==> src/rtl/rng_request_arbiter.sv <==
// Round-robin arbiter that shares one 2-bit randomizer stream and hands out WORD_W-bit words.
// Optional repeat-count health check and HALT state are compiled in with `define RNG_HEALTH_CHECK_EN.
module rng_request_arbiter #(
   parameter int NUM_REQ      = 4,
   parameter int WORD_W       = 8,
   parameter int WARMUP_CYC   = 16,
   parameter int REPEAT_LIMIT = 8
) (
   input  logic               i_clk,
   input  logic               i_reset_n,
   input  logic [NUM_REQ-1:0] i_req,
   output logic [NUM_REQ-1:0] o_ack,
   output logic [WORD_W-1:0]  o_word,
   output logic               o_rng_en,
   input  logic [1:0]         i_rng_bits,
   output logic               o_busy,
   output logic               o_health_fail
);

   localparam int SYM     = WORD_W / 2;
   localparam int IDX_W   = (NUM_REQ > 1) ? $clog2(NUM_REQ) : 1;
   localparam int CNT_MAX = (WARMUP_CYC > SYM) ? WARMUP_CYC : SYM;
   localparam int CNT_W   = $clog2(CNT_MAX + 1);

   typedef enum logic [2:0] {
      ST_WARMUP,
      ST_IDLE,
      ST_FILL,
`ifdef RNG_HEALTH_CHECK_EN
      ST_HALT,
`endif
      ST_DELIVER
   } state_t;

   state_t              state_q, state_d;
   logic [CNT_W-1:0]    cnt_q, cnt_d;
   logic [IDX_W-1:0]    grant_q, grant_d;
   logic [IDX_W-1:0]    rr_q, rr_d;
   logic [WORD_W-1:0]   shift_q, shift_d;
   logic [WORD_W-1:0]   word_q, word_d;
   logic                en_q, en_d;
   logic [IDX_W-1:0]    pick;
   logic                trip;

   // First set request at or after the RR pointer: scanning downwards lets the nearest one win.
   always_comb begin
      pick = rr_q;
      for (int k = NUM_REQ - 1; k >= 0; k--) begin
         if (i_req[(int'(rr_q) + k) % NUM_REQ]) pick = IDX_W'((int'(rr_q) + k) % NUM_REQ);
      end
   end

`ifdef RNG_HEALTH_CHECK_EN
   localparam int REP_W = $clog2(REPEAT_LIMIT + 1);

   logic [1:0]       prev_q;
   logic [REP_W-1:0] rep_q, rep_d;
   logic             fail_q;

   // A zero count means no symbol has been captured since reset, so the first one starts a run of 1.
   always_comb begin
      rep_d = rep_q;
      trip  = 1'b0;
      if (en_q) begin
         rep_d = (rep_q != '0 && i_rng_bits == prev_q) ? rep_q + REP_W'(1) : REP_W'(1);
         trip  = (rep_d == REP_W'(REPEAT_LIMIT));
      end
   end

   always_ff @(posedge i_clk or negedge i_reset_n) begin
      if (!i_reset_n) begin
         prev_q <= '0;
         rep_q  <= '0;
         fail_q <= 1'b0;
      end else begin
         if (en_q) prev_q <= i_rng_bits;
         rep_q  <= rep_d;
         fail_q <= fail_q | trip;
      end
   end

   assign o_health_fail = fail_q;
`else
   logic unused_repeat_limit;
   assign unused_repeat_limit = (REPEAT_LIMIT > 0);
   assign trip                = 1'b0;
   assign o_health_fail       = 1'b0;
`endif

   always_comb begin
      // NOTE: every variable gets a default before the case, so no path can infer a latch.
      state_d = state_q;
      cnt_d   = cnt_q;
      grant_d = grant_q;
      rr_d    = rr_q;
      shift_d = shift_q;
      word_d  = word_q;
      o_ack   = '0;
      o_word  = word_q;
      case (state_q)
         ST_WARMUP: begin
            if (en_q) begin
               if (cnt_q == CNT_W'(WARMUP_CYC - 1)) begin
                  cnt_d   = '0;
                  state_d = ST_IDLE;
               end else begin
                  cnt_d = cnt_q + CNT_W'(1);
               end
            end
         end
         ST_IDLE: begin
            if (|i_req) begin
               grant_d = pick;
               cnt_d   = '0;
               state_d = ST_FILL;
            end
         end
         ST_FILL: begin
            shift_d = WORD_W'({shift_q, i_rng_bits});
            if (cnt_q == CNT_W'(SYM - 1)) begin
               cnt_d   = '0;
               state_d = ST_DELIVER;
            end else begin
               cnt_d = cnt_q + CNT_W'(1);
            end
         end
         ST_DELIVER: begin
            if (i_req[grant_q]) begin
               o_ack[grant_q] = 1'b1;
               o_word         = shift_q;
               word_d         = shift_q;
            end
            rr_d    = (grant_q == IDX_W'(NUM_REQ - 1)) ? '0 : grant_q + IDX_W'(1);
            state_d = ST_IDLE;
         end
`ifdef RNG_HEALTH_CHECK_EN
         ST_HALT: state_d = ST_HALT;
`endif
         default: state_d = ST_WARMUP;
      endcase
`ifdef RNG_HEALTH_CHECK_EN
      if (trip) state_d = ST_HALT;
`endif
   end

   // The enable is registered so it is low in reset and rises on the first edge after release.
   assign en_d = (state_d == ST_WARMUP) || (state_d == ST_FILL);

   always_ff @(posedge i_clk or negedge i_reset_n) begin
      if (!i_reset_n) begin
         state_q <= ST_WARMUP;
         cnt_q   <= '0;
         grant_q <= '0;
         rr_q    <= '0;
         shift_q <= '0;
         word_q  <= '0;
         en_q    <= 1'b0;
      end else begin
         // NOTE: non-blocking assignments so every flop samples the pre-edge values together.
         state_q <= state_d;
         cnt_q   <= cnt_d;
         grant_q <= grant_d;
         rr_q    <= rr_d;
         shift_q <= shift_d;
         word_q  <= word_d;
         en_q    <= en_d;
      end
   end

   assign o_rng_en = en_q;
   assign o_busy   = (state_q != ST_IDLE);

   logic unused_trip;
   assign unused_trip = trip;

endmodule
==> config.mk <==
export PLATFORM = sky130hd
export DESIGN_NAME = rng_request_arbiter
export DESIGN_NICKNAME = d
export VERILOG_FILES = /design/src/rtl/rng_request_arbiter.sv
export SDC_FILE = /design/constraint.sdc
export NUM_CORES = 1
export LEC_CHECK = 0
export CAP_MARGIN = 20
export CORE_MARGIN = 2
export CORE_UTILIZATION = 41
export CTS_BUF_LIST = sky130_fd_sc_hd__clkbuf_2 sky130_fd_sc_hd__clkbuf_4 sky130_fd_sc_hd__clkbuf_8
export DETAILED_ROUTE_END_ITERATION = 8
export GPL_TIMING_DRIVEN = 0
export PLACE_DENSITY = 0.61
export SYNTH_ARGS = -nofsm -noshare
export SYNTH_HDL_FRONTEND = slang
export SYNTH_SLANG_ARGS = --single-unit
export TNS_END_PERCENT = 30
==> constraint.sdc <==
create_clock -name i_clk -period 4.1 [get_ports i_clk]
set_input_delay 0.82 -clock i_clk [delete_from_list [all_inputs] [get_ports i_clk]]
set_output_delay 0.82 -clock i_clk [all_outputs]
set_load 0.02 [all_outputs]
==> results.yml <==
outcome:
  status: "completed"
clocking:
  postCtsHoldBufs: 0
  cts_num_sinks: 29
  cts_resized: 0
  cts_buffers: 5
  clk_pin_slew_ns: 0.05
  cts_tree: "done"
  htree_levels: 2
  root_buffer: "clkbuf_8"
  clockBufferDepth: 2
  worst_skew_pair.late_latency_ns: 0.27
  post_cts_buffers: 0
global_routing:
  grt-ovfl-total: 0
  grt_max_degree: 20
  grt_pass1_vias: 1099
  antenna_found_initial: 0
  grt_pass1_wl_um: 4836
  grt_usage: 0.1511
floorplan:
  fp.dieH_um: 64.77
  core_sq_um: 3606
  rows: 22
  dieArea_sq_um: 4195
  initial_core_util: 0.4198
  die_w_um: 64.77
  io_pins: 23
timing:
  setup_tns_ns: 0
  maxSlewViolCount: 0
  tightest_slew_ns: 0.6184
  rsz0062_at_grt: "false"
  finalSetupViolCount: 0
  clock.fmax_mhz: 257.6
  clock-skew-final_ns: 0.002625
  finalHoldViolCount: 0
  slew_headroom: 0.5864
  post-route-period-util: 0.9467
  period_needed_ns: 3.881
critical_path:
  required_ns: 3.28
  critPathLaunch: "i_req[1]"
  reg2reg_to: "word_q[6]"
  crit_buf_inv: 3
  crit_fanout: 10
  reg2reg_depth: 4
  worst_path_max_delay_cell: "clkdlybuf4s50_1"
  critPathTopFamily: "buffers and inverters"
  rr_startpoint: "grant_q[1]"
  slowest_delay_ns: 0.54
  cp.depth: 6
  end_kind: "output pin"
  path_cells: "clkdlybuf4s50_1 -> mux4_2 -> nand2b_2 -> buf_4 -> mux2_2 -> clkdlybuf4s50_1"
  ff2ff_setup_slack_ns: 2.33
  critical_path.most_common_cell: "clkdlybuf4s50_1"
  arrival_ns: 3.06
  start_kind: "input port"
  endpoint: "o_word[6]"
  worstSetupPathType: "input port to output pin"
place:
  dp_hpwl_um: 2005
  globalplace.congestion: 0.7588
  place.port_buffers: 21
drt:
  num_vias: 1070
  via_per_inst: 5.120
  postRouteWirelength_um: 2645
  drc: 0
  first_iter_violations: 43
  ant_nets: 0
  wl_per_cell_um: 12.66
  dr.pass1.iters: 4
flow_run:
  max_cap_violations: 0
synth:
  synthCells: 131
  ys_ff_latch: 29
  ys_types: 40
  synth_area_leaders: "dfrtp_1 (48%), mux2_2 (13%), ha_1 (5.8%), inv_1 (3.0%), buf_6 (2.2%)"
  async_flop_share: 1.000
  synth-edff-count: 0
  synth_top_flop_cell: "dfrtp_1"
  synth_area_per_cell_sq_um: 11.56
  synth_largest_area_cell: "dfrtp_1"
  ys_seq_area_frac: 0.4793
  yosys.area.top_type_share: 0.4793
  yosysWarnings: 0
  syn_area_sq_um: 1514
layout:
  final-seq-area_sq_um: 725.7
  post-route-util: 0.5285
  diodes: 0
  multi_input_area_sq_um: 698.2
  drive_above_1_share: 0.2298
  nFillCells: 323
  final_nets: 176
  area_growth_pct: 25.87
power_and_ir_drop:
  p_per_area_nw_per_um2: 557.1
  leakage_nw: 0.8556
  ir_drop_uv: 258.9
worst_hold_path:
  hp-class: "flop to flop"
  whs_path_depth: 1
[worst min-delay path by stage]
stage / slack, ns / end / from
global route: 0.52 / word_q[2] / word_q[2]
finish: 0.50 / word_q[3] / word_q[3]
floorplan: 0.47 / rr_q[0] / rr_q[0]
detailed placement: 0.49 / word_q[4] / word_q[4]
CTS: 0.50 / word_q[2] / word_q[2]
global placement: 0.48 / word_q[1] / word_q[1]
[cells in the mapped netlist, types with 3 or more instances]
| master | n |
|---|---|
| a21oi_1 | 5 |
| buf_6 | 3 |
| dfrtp_1 | 29 |
| mux2_2 | 17 |
| nand2_1 | 8 |
| nand2b_1 | 3 |
| nor2_1 | 8 |
| inv_1 | 12 |
| ha_1 | 7 |
[layout by cell type, fill, tap and decap left out, types with 3 or more instances in the layout]
| master | n |
|---|---|
| nand2b_1 | 3 |
| clkdlybuf4s50_1 | 21 |
| inv_1 | 12 |
| nand2_1 | 8 |
| dfrtp_1 | 29 |
| clkbuf_8 | 6 |
| nor2_1 | 8 |
| ha_1 | 7 |
| buf_6 | 3 |
| a21oi_1 | 5 |
| mux2_2 | 17 |
[through the flow]
stage               cell area, sq um  hold WS [ns]  instances  total power (W)  setup WS, ns
floorplan                       1518        0.4712        132        0.0007268         1.350
CTS                             1906        0.5012        209         0.001078        0.2147
global route                    1906        0.5151        209         0.001152        0.1473
finish                          1906        0.4958        209         0.001062        0.2186
global placement                1788        0.4776        201        0.0008141        0.2375
detailed placement              1815        0.4873        202        0.0008360        0.2333
[report_power, final]
part	internal (W)	leakage (nW)	switching, W	total, W
sequential	0.000371	0.371	0.0000768	0.000448
clock	0.000139	0.0477	0.0000950	0.000234
combinational	0.000200	0.437	0.000179	0.000379
[sequential cells by signal (all words and copies together), names as in the netlist]
name      count
rr_q          2
shift_q       8
grant_q       2
o_rng_en      1
word_q        8
state_q       3
cnt_q         5
[worst reg2reg max path, delay by kind of cell, from the launching register on]
| family | cells | cell delay, ns |
|---|---|---|
| muxes | 2 | 0.91 |
| DFF | 1 | 0.43 |
| buffers and inverters | 1 | 0.19 |
| and+or+nand+nor | 1 | 0.11 |
[per-layer routing]
metal	vias up	wire, um	part of all wire	track usage
met5	-	0	0	0
met4	0	34	0.013	0.06117
met3	5	106	0.040	0.05382
met2	24	1281	0.48	0.2461
met1	520	1223	0.46	0.1814
li1	521	-	-	-
[logic make-up (layout without fill, tap and decap cells)]
group                      count (synthesis)  after routing  share of synthesized area
AOI/OAI and AO/OA                         25             25                     0.1314
DFF                                       29             29                     0.4793
adders and majority gates                  7              7                    0.05785
and+or+nand+nor                           34             34                     0.1256
other                                      1              2                   0.002477
buffers and inverters                     17             46                    0.06198
muxes                                     18             18                     0.1413
[cell type report]
cell class | count | share of cell area
buffer | 5 | 0.02561
clock buffer | 7 | 0.04728
inverter | 12 | 0.02364
multi-input combinational | 86 | 0.3664
sequential | 29 | 0.3808
tap | 48 | 0.03152
timing repair buffer | 22 | 0.1248
No activity file was read; power rests on OpenSTA's default activity.
